## src/rtl/glycemic_index_calculator_pkg.sv

```systemverilog
// ----------------------------------------------------------------------------
// glycemic_pkg
// Shared widths and the per-stage pipeline record for the glycemic index
// square-root pipeline.
//
// Contents:
//   GLYC_IN_W    width of the raw blood-sensor sample
//   GLYC_IDX_W   width of the glycemic index (integer square root)
//   GLYC_REM_W   width of the partial remainder carried between stages
//   GLYC_STAGES  number of pipeline stages, one result bit per stage
//   stage_t      contents of one stage register
//
// Optional feature macro used by files importing this package:
//   GLYC_REMAINDER_EN
// ----------------------------------------------------------------------------
package glycemic_pkg;

    localparam int GLYC_IN_W   = 8;
    localparam int GLYC_IDX_W  = 4;
    localparam int GLYC_REM_W  = 5;
    localparam int GLYC_STAGES = 4;

    // The operand is shifted left by two bits in every stage, so the
    // bit-pair still to be consumed always sits in operand[7:6].
    typedef struct packed {
        logic                  valid;
        logic [GLYC_REM_W-1:0] rem;
        logic [GLYC_IDX_W-1:0] root;
        logic [GLYC_IN_W-1:0]  operand;
    } stage_t;

endpackage : glycemic_pkg

```

## src/rtl/glycemic_index_calculator_if.sv

```systemverilog
// ----------------------------------------------------------------------------
// glycemic_index_calculator_if
// Sample-in / index-out bus of the glycemic index calculator.
//
// Signals:
//   sampleValid    bloodSensor holds a new sample this cycle
//   bloodSensor    unsigned 8-bit sensor reading
//   indexValid     glycemicIndex holds a new result this cycle
//   glycemicIndex  floor(sqrt(sample))
//   remainder      sample - index^2 (only with GLYC_REMAINDER_EN)
//
// Modports:
//   master  sensor side / bench: drives samples, observes results
//   slave   calculator side: consumes samples, drives results
//
// Configuration macro: GLYC_REMAINDER_EN adds the remainder signal.
// ----------------------------------------------------------------------------
interface glycemic_index_calculator_if;
    import glycemic_pkg::*;

    logic                  sampleValid;
    logic [GLYC_IN_W-1:0]  bloodSensor;
    logic                  indexValid;
    logic [GLYC_IDX_W-1:0] glycemicIndex;
`ifdef GLYC_REMAINDER_EN
    logic [GLYC_REM_W-1:0] remainder;

    modport master (
        output sampleValid,
        output bloodSensor,
        input  indexValid,
        input  glycemicIndex,
        input  remainder
    );

    modport slave (
        input  sampleValid,
        input  bloodSensor,
        output indexValid,
        output glycemicIndex,
        output remainder
    );
`else
    modport master (
        output sampleValid,
        output bloodSensor,
        input  indexValid,
        input  glycemicIndex
    );

    modport slave (
        input  sampleValid,
        input  bloodSensor,
        output indexValid,
        output glycemicIndex
    );
`endif

endinterface : glycemic_index_calculator_if

```

## src/rtl/glycemic_index_calculator_sqrt_stage.sv

```systemverilog
// ----------------------------------------------------------------------------
// glycemic_sqrt_stage
// Purely combinational step of the restoring digit-by-digit square root.
// Appends the next operand bit-pair to the partial remainder and tries to
// subtract {root, 2'b01}. On success the remainder is reduced and a 1 is
// shifted into the root, otherwise the remainder is kept and a 0 is
// shifted in.
//
// Ports:
//   remIn    partial remainder from the previous stage
//   rootIn   partial root from the previous stage
//   pair     next two operand bits, MSB first
//   remOut   updated partial remainder
//   rootOut  updated partial root
// ----------------------------------------------------------------------------
module glycemic_sqrt_stage
    import glycemic_pkg::*;
(
    input  logic [GLYC_REM_W-1:0] remIn,
    input  logic [GLYC_IDX_W-1:0] rootIn,
    input  logic [1:0]            pair,
    output logic [GLYC_REM_W-1:0] remOut,
    output logic [GLYC_IDX_W-1:0] rootOut
);

    logic [GLYC_REM_W+1:0] trial;
    logic [GLYC_REM_W+1:0] divisor;
    logic [GLYC_REM_W+1:0] diff;
    logic                  accept;
    logic                  unusedBits;

    // The partial remainder never exceeds 2*root, so the 7-bit trial
    // covers every reachable value and the result always fits back
    // into 5 bits. The root MSB is still zero whenever a stage shifts.
    always_comb begin
        trial   = {remIn, pair};
        divisor = {1'b0, rootIn, 2'b01};
        diff    = trial - divisor;
        accept  = (trial >= divisor);
        remOut  = accept ? diff[GLYC_REM_W-1:0] : trial[GLYC_REM_W-1:0];
        rootOut = {rootIn[GLYC_IDX_W-2:0], accept};
    end

    assign unusedBits = ^{diff[GLYC_REM_W+1:GLYC_REM_W], rootIn[GLYC_IDX_W-1]};

endmodule : glycemic_sqrt_stage

```

## src/rtl/glycemic_index_calculator.sv

```systemverilog
// ----------------------------------------------------------------------------
// glycemic_index_calculator
// Converts the raw 8-bit blood-sensor reading into a 4-bit glycemic index,
// glycemicIndex = floor(sqrt(bloodSensor)). Four pipeline stages each
// resolve one root bit; one sample is accepted per clock, no backpressure.
// The last stage register is the output register: its valid bit follows
// the pipeline every cycle while its data only loads on valid results, so
// the outputs hold between results.
//
// Ports:
//   clk    system clock, rising edge
//   rst_n  asynchronous active-low reset
//   bus    glycemic_index_calculator_if.slave
//            sampleValid/bloodSensor in, indexValid/glycemicIndex out,
//            remainder out when GLYC_REMAINDER_EN is defined
//
// Configuration macro: GLYC_REMAINDER_EN drives bus.remainder from the
// final-stage remainder, aligned with glycemicIndex/indexValid.
// ----------------------------------------------------------------------------
module glycemic_index_calculator
    import glycemic_pkg::*;
(
    input  logic                         clk,
    input  logic                         rst_n,
    glycemic_index_calculator_if.slave   bus
);

    localparam int LAST = GLYC_STAGES - 1;

    stage_t stageIn   [GLYC_STAGES];
    stage_t stageNext [GLYC_STAGES];
    stage_t stageReg  [GLYC_STAGES];
    logic   unusedBits;

    // Fresh samples enter with an empty remainder and root.
    assign stageIn[0] = '{valid:   bus.sampleValid,
                          rem:     '0,
                          root:    '0,
                          operand: bus.bloodSensor};

    for (genvar g = 0; g < GLYC_STAGES; g++) begin : gStage
        logic [GLYC_REM_W-1:0] remOut;
        logic [GLYC_IDX_W-1:0] rootOut;

        if (g > 0) begin : gChain
            assign stageIn[g] = stageReg[g-1];
        end

        glycemic_sqrt_stage uStage (
            .remIn   (stageIn[g].rem),
            .rootIn  (stageIn[g].root),
            .pair    (stageIn[g].operand[GLYC_IN_W-1:GLYC_IN_W-2]),
            .remOut  (remOut),
            .rootOut (rootOut)
        );

        assign stageNext[g] = '{valid:   stageIn[g].valid,
                                rem:     remOut,
                                root:    rootOut,
                                operand: {stageIn[g].operand[GLYC_IN_W-3:0], 2'b00}};

        // Inner stages load data every cycle since bubbles carry
        // don't-care data; the last stage loads data only on valid results
        // so the visible index holds between results.
        always_ff @(posedge clk or negedge rst_n) begin
            if (!rst_n) begin
                stageReg[g] <= '0;
            end else begin
                stageReg[g].valid <= stageNext[g].valid;
                if ((g != LAST) || stageNext[g].valid) begin
                    stageReg[g].rem     <= stageNext[g].rem;
                    stageReg[g].root    <= stageNext[g].root;
                    stageReg[g].operand <= stageNext[g].operand;
                end
            end
        end
    end

    assign bus.indexValid    = stageReg[LAST].valid;
    assign bus.glycemicIndex = stageReg[LAST].root;

`ifdef GLYC_REMAINDER_EN
    assign bus.remainder = stageReg[LAST].rem;
    assign unusedBits    = ^stageReg[LAST].operand;
`else
    assign unusedBits    = ^{stageReg[LAST].operand, stageReg[LAST].rem};
`endif

endmodule : glycemic_index_calculator

```

## src/flat_wrapper.sv

```systemverilog
// flat-port wrapper written by rule: the top's interface ports become plain ports
module glycemic_index_calculator_flat import glycemic_pkg::*;
  (clk, rst_n, bus_sampleValid, bus_bloodSensor, bus_indexValid, bus_glycemicIndex);
  glycemic_index_calculator_if bus_i ();
  input  logic clk;
  input  logic rst_n;
  input wire logic [$bits(bus_i.sampleValid)-1:0] bus_sampleValid;
  input wire logic [$bits(bus_i.bloodSensor)-1:0] bus_bloodSensor;
  output wire logic [$bits(bus_i.indexValid)-1:0] bus_indexValid;
  output wire logic [$bits(bus_i.glycemicIndex)-1:0] bus_glycemicIndex;
  assign bus_i.sampleValid = bus_sampleValid;
  assign bus_i.bloodSensor = bus_bloodSensor;
  assign bus_indexValid = bus_i.indexValid;
  assign bus_glycemicIndex = bus_i.glycemicIndex;
  glycemic_index_calculator u_core (.clk(clk), .rst_n(rst_n), .bus(bus_i));
endmodule
```

## config.mk

```make
export PLATFORM = sky130hd
export DESIGN_NAME = glycemic_index_calculator_flat
export DESIGN_NICKNAME = d
export VERILOG_FILES = /design/src/rtl/glycemic_index_calculator_pkg.sv /design/src/rtl/glycemic_index_calculator_if.sv /design/src/rtl/glycemic_index_calculator_sqrt_stage.sv /design/src/rtl/glycemic_index_calculator.sv /design/src/flat_wrapper.sv
export SDC_FILE = /design/constraint.sdc
export NUM_CORES = 1
export LEC_CHECK = 0
export CORE_ASPECT_RATIO = 0.6
export CORE_MARGIN = 2
export CORE_UTILIZATION = 58
export CTS_CLUSTER_DIAMETER = 30
export DETAILED_ROUTE_END_ITERATION = 8
export HOLD_SLACK_MARGIN = 0.08
export PLACE_DENSITY_LB_ADDON = 0.1
export RECOVER_POWER = 25
export SYNTH_ARGS = -nofsm -noshare
export SYNTH_HDL_FRONTEND = slang
export SYNTH_SLANG_ARGS = --single-unit
```

## constraint.sdc

```tcl
create_clock -name clk -period 4.3 [get_ports clk]
set_input_delay 0.43 -clock clk [delete_from_list [all_inputs] [get_ports clk]]
set_output_delay 0.43 -clock clk [all_outputs]
set_load 0.02 [all_outputs]
```

# [After elaboration in Yosys (flattened, before gate mapping)]
# Cells that the tools add are included.
[totals] mem_bits_ro=0 in_bits=11 out_inout_bits=5 latchBits=0 ram_bits=0 wordCells=24 n_memories=0 ff_bits=41
[op_classes] mux=3 add_sub_neg=3 n_div=0 n_eq_ne=0 bitwise=0 reduce_logical=0 order_cmp=4 multipliers=0 shift=0
[ops] cell="$mux 5" n=3
[ops] cell="$ge 7x3->1" n=1
[ops] cell="$ge 7x4->1" n=1
[ops] cell="$ge 7x5->1" n=1
[ops] cell="$sub 5x3->5" n=1
[ops] cell="$sub 5x4->5" n=1
[ops] cell="$sub 2x1->3 const B" n=1
[ops] cell="$ge 2x1->1 const B" n=1

# [Longest topological paths before layout]
[depth] ltp_word=2 mapped_depth=6 ltp_nobuf=6

# [Cells and area by module]
# A second synthesis with hierarchy kept.
[hier_totals] cells_unflattened=200 hier_area_um2=2426.1
[modules_own_cells] mod="glycemic_index_calculator" cells_per_inst=52 area_each_um2=1224.9 seq_area_each_um2=1176.1 instances=1
[modules_own_cells] mod="glycemic_sqrt_stage" cells_per_inst=37 area_each_um2=300.3 seq_area_each_um2=0.0 instances=4

# [Least setup slack after synthesis]
# OpenSTA, ideal clock, no wires.
[synth_path] kind="reg-to-reg" startpoint="register u_core.stageReg (netlist bit u_core.stageIn[31])" endpoint="register u_core.stageReg (netlist bit u_core.stageIn[14])" synth_period_minus_slack_ns=1.805 setup_ns=0.125 path_stages_with_launch=6 arrival_ns=1.680 slack_ns=2.495 required_time_ns=4.175 path_buffers=0 cell_sequence="dfrtp_1 ha_1 or4_4 a31oi_4 nand2_4 mux2_4"
[synth_between] elab_chain_cells=2
[synth_lines] element="start, declared" line_no="glycemic_index_calculator.sv:32" source="stage_t stageReg [GLYC_STAGES];"
[synth_lines] element="$ge 7x4->1" line_no="glycemic_index_calculator_sqrt_stage.sv:39" source="accept = (trial >= divisor);"
[synth_lines] element="via u_core.gStage[2].rootOut[0]" line_no="glycemic_index_calculator.sv:43" source="logic [GLYC_IDX_W-1:0] rootOut;"
[synth_lines] element="$mux 5" line_no="glycemic_index_calculator_sqrt_stage.sv:40" source="remOut = accept ? diff[GLYC_REM_W-1:0] : trial[GLYC_REM_W-1:0];"
[synth_lines] element="via u_core.gStage[2].remOut[2]" line_no="glycemic_index_calculator.sv:42" source="logic [GLYC_REM_W-1:0] remOut;"
# The timed path passes the listed nets, and every way through them passes these cells.
# A chain may end at the register's enable or synchronous reset.

# [Worst setup path in the final report]
# Same ends and word-level chain as after synthesis.

==> results.md <==
- EDFF count, synth: 0
- Layout Skew: 0.00577 ns
- Worst Path Max Fanout: 4
- DRC Markers: 0
- Outcome: finished clean
- Critical path required time: 4.47 ns
- Synthesized area: 0.00150 sq mm
- Setup tns final: 0 ns
- Pwr dens: 476 mW/mm^2
- Post-CTS sizing: 0
- Lkg Pwr: 0.000846 uW
- Flops & latches, synth: 39
- Max-slew headroom: 46.6%
- Post-layout util: 72.6%
- Global-route usage over all layers: 17.4%
- Hold crit path type: primary input to async pin
- RSZ-0062 raised after global routing: no
- Crit share post-route: 44.2%
- Synth-to-layout area growth: 19.9%
- Mean post-synth cell area: 13.9 sq um
- Number of diodes: 0
- Arr. time, crit path: 2.07 ns
- Kind of critical path: register to register
- Io pins: 16
- Initial antenna violation count: 0
- Final Hold Violating Endpoints: 0
- Switching share of power: 24.5%
- Syn. warnings: 0
- CTS root buffer: clkbuf_8
- Clock group share of total power: 34.8%
- Fin area: 0.00179 sq mm
- Final worst path period need: 1.90 ns
- Drt first pass iters: 4
- Int Pwr: 645 uW
- Vias after detailed routing: 830
- Syn nets: 129
- R2R cell count: 5
- VDD IR max: 279 uV
- Commonest register cell after synthesis: dfrtp_1
- Post-synth top cells: dfrtp_1, inv_1, ha_1, a21oi_1, nand2_1
- FMAX: 526 MHz
- Share of cells above drive strength 1: 13.7%
- CTS tree: done
- Slew Limit Fails: 0
- Largest net degree at the start of global routing: 40
- Top-count cell post-synth: dfrtp_1
- Antenna Violating Nets Remaining: 0
- Post-CTS Setup Inserts: 0
- Placed Area: 0.00168 sq mm
- Cell taking the most area after synthesis: dfrtp_1
- TritonCTS Buffers: 5
- Seq/Total Area, Yosys: 65.2%
- Fin Hold WS: 0.227 ns
- Die height: 43.3 um
- CTS max path bufs: 2
- Clock Pin Slew Worst Setup and Hold Paths: 0.08 ns
- Cell variety after synth: 28
- Routed len/inst: 13.3 um
- Num rows: 14
- DRT iter0 DRCs: 55
- RePlAce Congestion: 0.839
- Vias per inst: 5.09
- Die area: 0.00302 sq mm
- Final total power: 855 uW
- TritonCTS sink count: 39
- Synth area leaders: dfrtp_1, ha_1, inv_1
- Combinational power share: 15.3%
- Vias in the first global route: 874
- Hold_buf cts: 0
- H-tree Lvls: 2
- Final setup fails: 0
- Flop pwr share: 49.9%
- Core Area: 0.00247 sq mm
- DIE WIDTH: 69.6 um
- Routed WL: 2160 um
- DP HPWL: 1580 um
- CP Capture Type: register
- Final net count: 151
- Max-cap violations: 0
- Port bufs: 15
- Asr flop ratio synth: 100%
- Slew @ Worst Pin: 0.801 ns
- Crit start category: register
- Clk_lat worst skew: 0.29 ns
- First-pass GRT wire length: 3820 um
- Yosys top cell area share: 65.2%
- Grt ovf: 0
- Psw: 209 uW
- Cells after Synth: 108
- Initial Utilization: 60.6%
[metrics by stage]
stage | std cells | setup slack (ns)
after global placement | 155 | 2.47
after floorplan | 108 | 2.50
final | 163 | 2.40
after CTS | 163 | 2.39
after global routing | 163 | 2.34
after detailed placement | 155 | 2.42
[placed cells by master, fill, tap and decap left out, types with 4 or more instances in the layout]
cell / netlist / layout
dlygate4sd3_1: 0 / 8
clkbuf_8: 0 / 5
a21oi_1: 4 / 4
dfrtp_1: 39 / 39
ha_1: 10 / 10
nand2_1: 4 / 4
inv_1: 11 / 11
clkdlybuf4s50_1: 0 / 6
[power by group through the flow]
stage | Sequential, uW | Clock (uW) | Combinational [uW]
final | 427 | 297 | 131
after CTS | 427 | 302 | 134
after global routing | 432 | 320 | 145
after detailed placement | 434 | 0 | 133
after floorplan | 438 | 0 | 79.1
after global placement | 433 | 0 | 130
[critical path, stage by stage, from the launching register on]
cell	delay, ns
dfrtp_1	0.39
ha_1	0.22
or4_4	0.55
a31oi_4	0.22
nand2_4	0.10
mux2_4	0.30
[flip-flops by register name, summed over array words and instances (netlist names)]
register / flops
u_core.stageIn: 34
u_core.bus.glycemicIndex: 4
u_core.bus.indexValid: 1
[cell type report]
class | count | area (sq um)
clock buffers | 5 | 68.8
clock inverters | 3 | 43.8
fillers | 170 | 676
inverters | 11 | 41.3
multi-input cells | 58 | 479
flip-flops and latches | 39 | 976
well taps | 32 | 40.0
repair buffers | 15 | 145
[logic make-up (layout without fill, tap and decap cells)]
family / count (synthesis) / after routing / share of synthesized area (%)
buf+inv: 11 / 34 / 2.76
flops: 39 / 39 / 65.2
mux: 6 / 6 / 4.60
fa+ha+maj: 10 / 10 / 8.36
simple gates: 19 / 19 / 7.44
other cells: 1 / 1 / 0.251
xor+xnor: 5 / 5 / 2.93
compound gates: 17 / 17 / 8.44
[routing by layer]
| metal | vias to the layer above | GRT usage [%] | wire, um |
|---|---|---|---|
| li1 | 402 | - | - |
| met1 | 404 | 22.9 | 1060 |
| met2 | 19 | 26.2 | 969 |
| met3 | 5 | 6.28 | 95 |
| met4 | 0 | 9.41 | 38 |
| met5 | - | 0 | 0 |
[worst paths after layout]
kind / slack, ns / endpoint / startpoint
min: 0.23 / u_core.stageIn[25]$_DFF_PN0_ / rst_n
min in group clk: 0.35 / u_core.stageIn[25]$_DFF_PN0_ / u_core.stageIn[41]$_DFF_PN0_
max in group asynchronous: 3.57 / u_core.bus.glycemicIndex[3]$_DFFE_PN0P_ / rst_n
max reg2reg: 2.40 / u_core.stageIn[14]$_DFF_PN0_ / u_core.stageIn[31]$_DFF_PN0_
max: 2.40 / u_core.stageIn[14]$_DFF_PN0_ / u_core.stageIn[31]$_DFF_PN0_
min reg2reg: 0.35 / u_core.stageIn[25]$_DFF_PN0_ / u_core.stageIn[41]$_DFF_PN0_
Power figures use the tool's default switching activity.
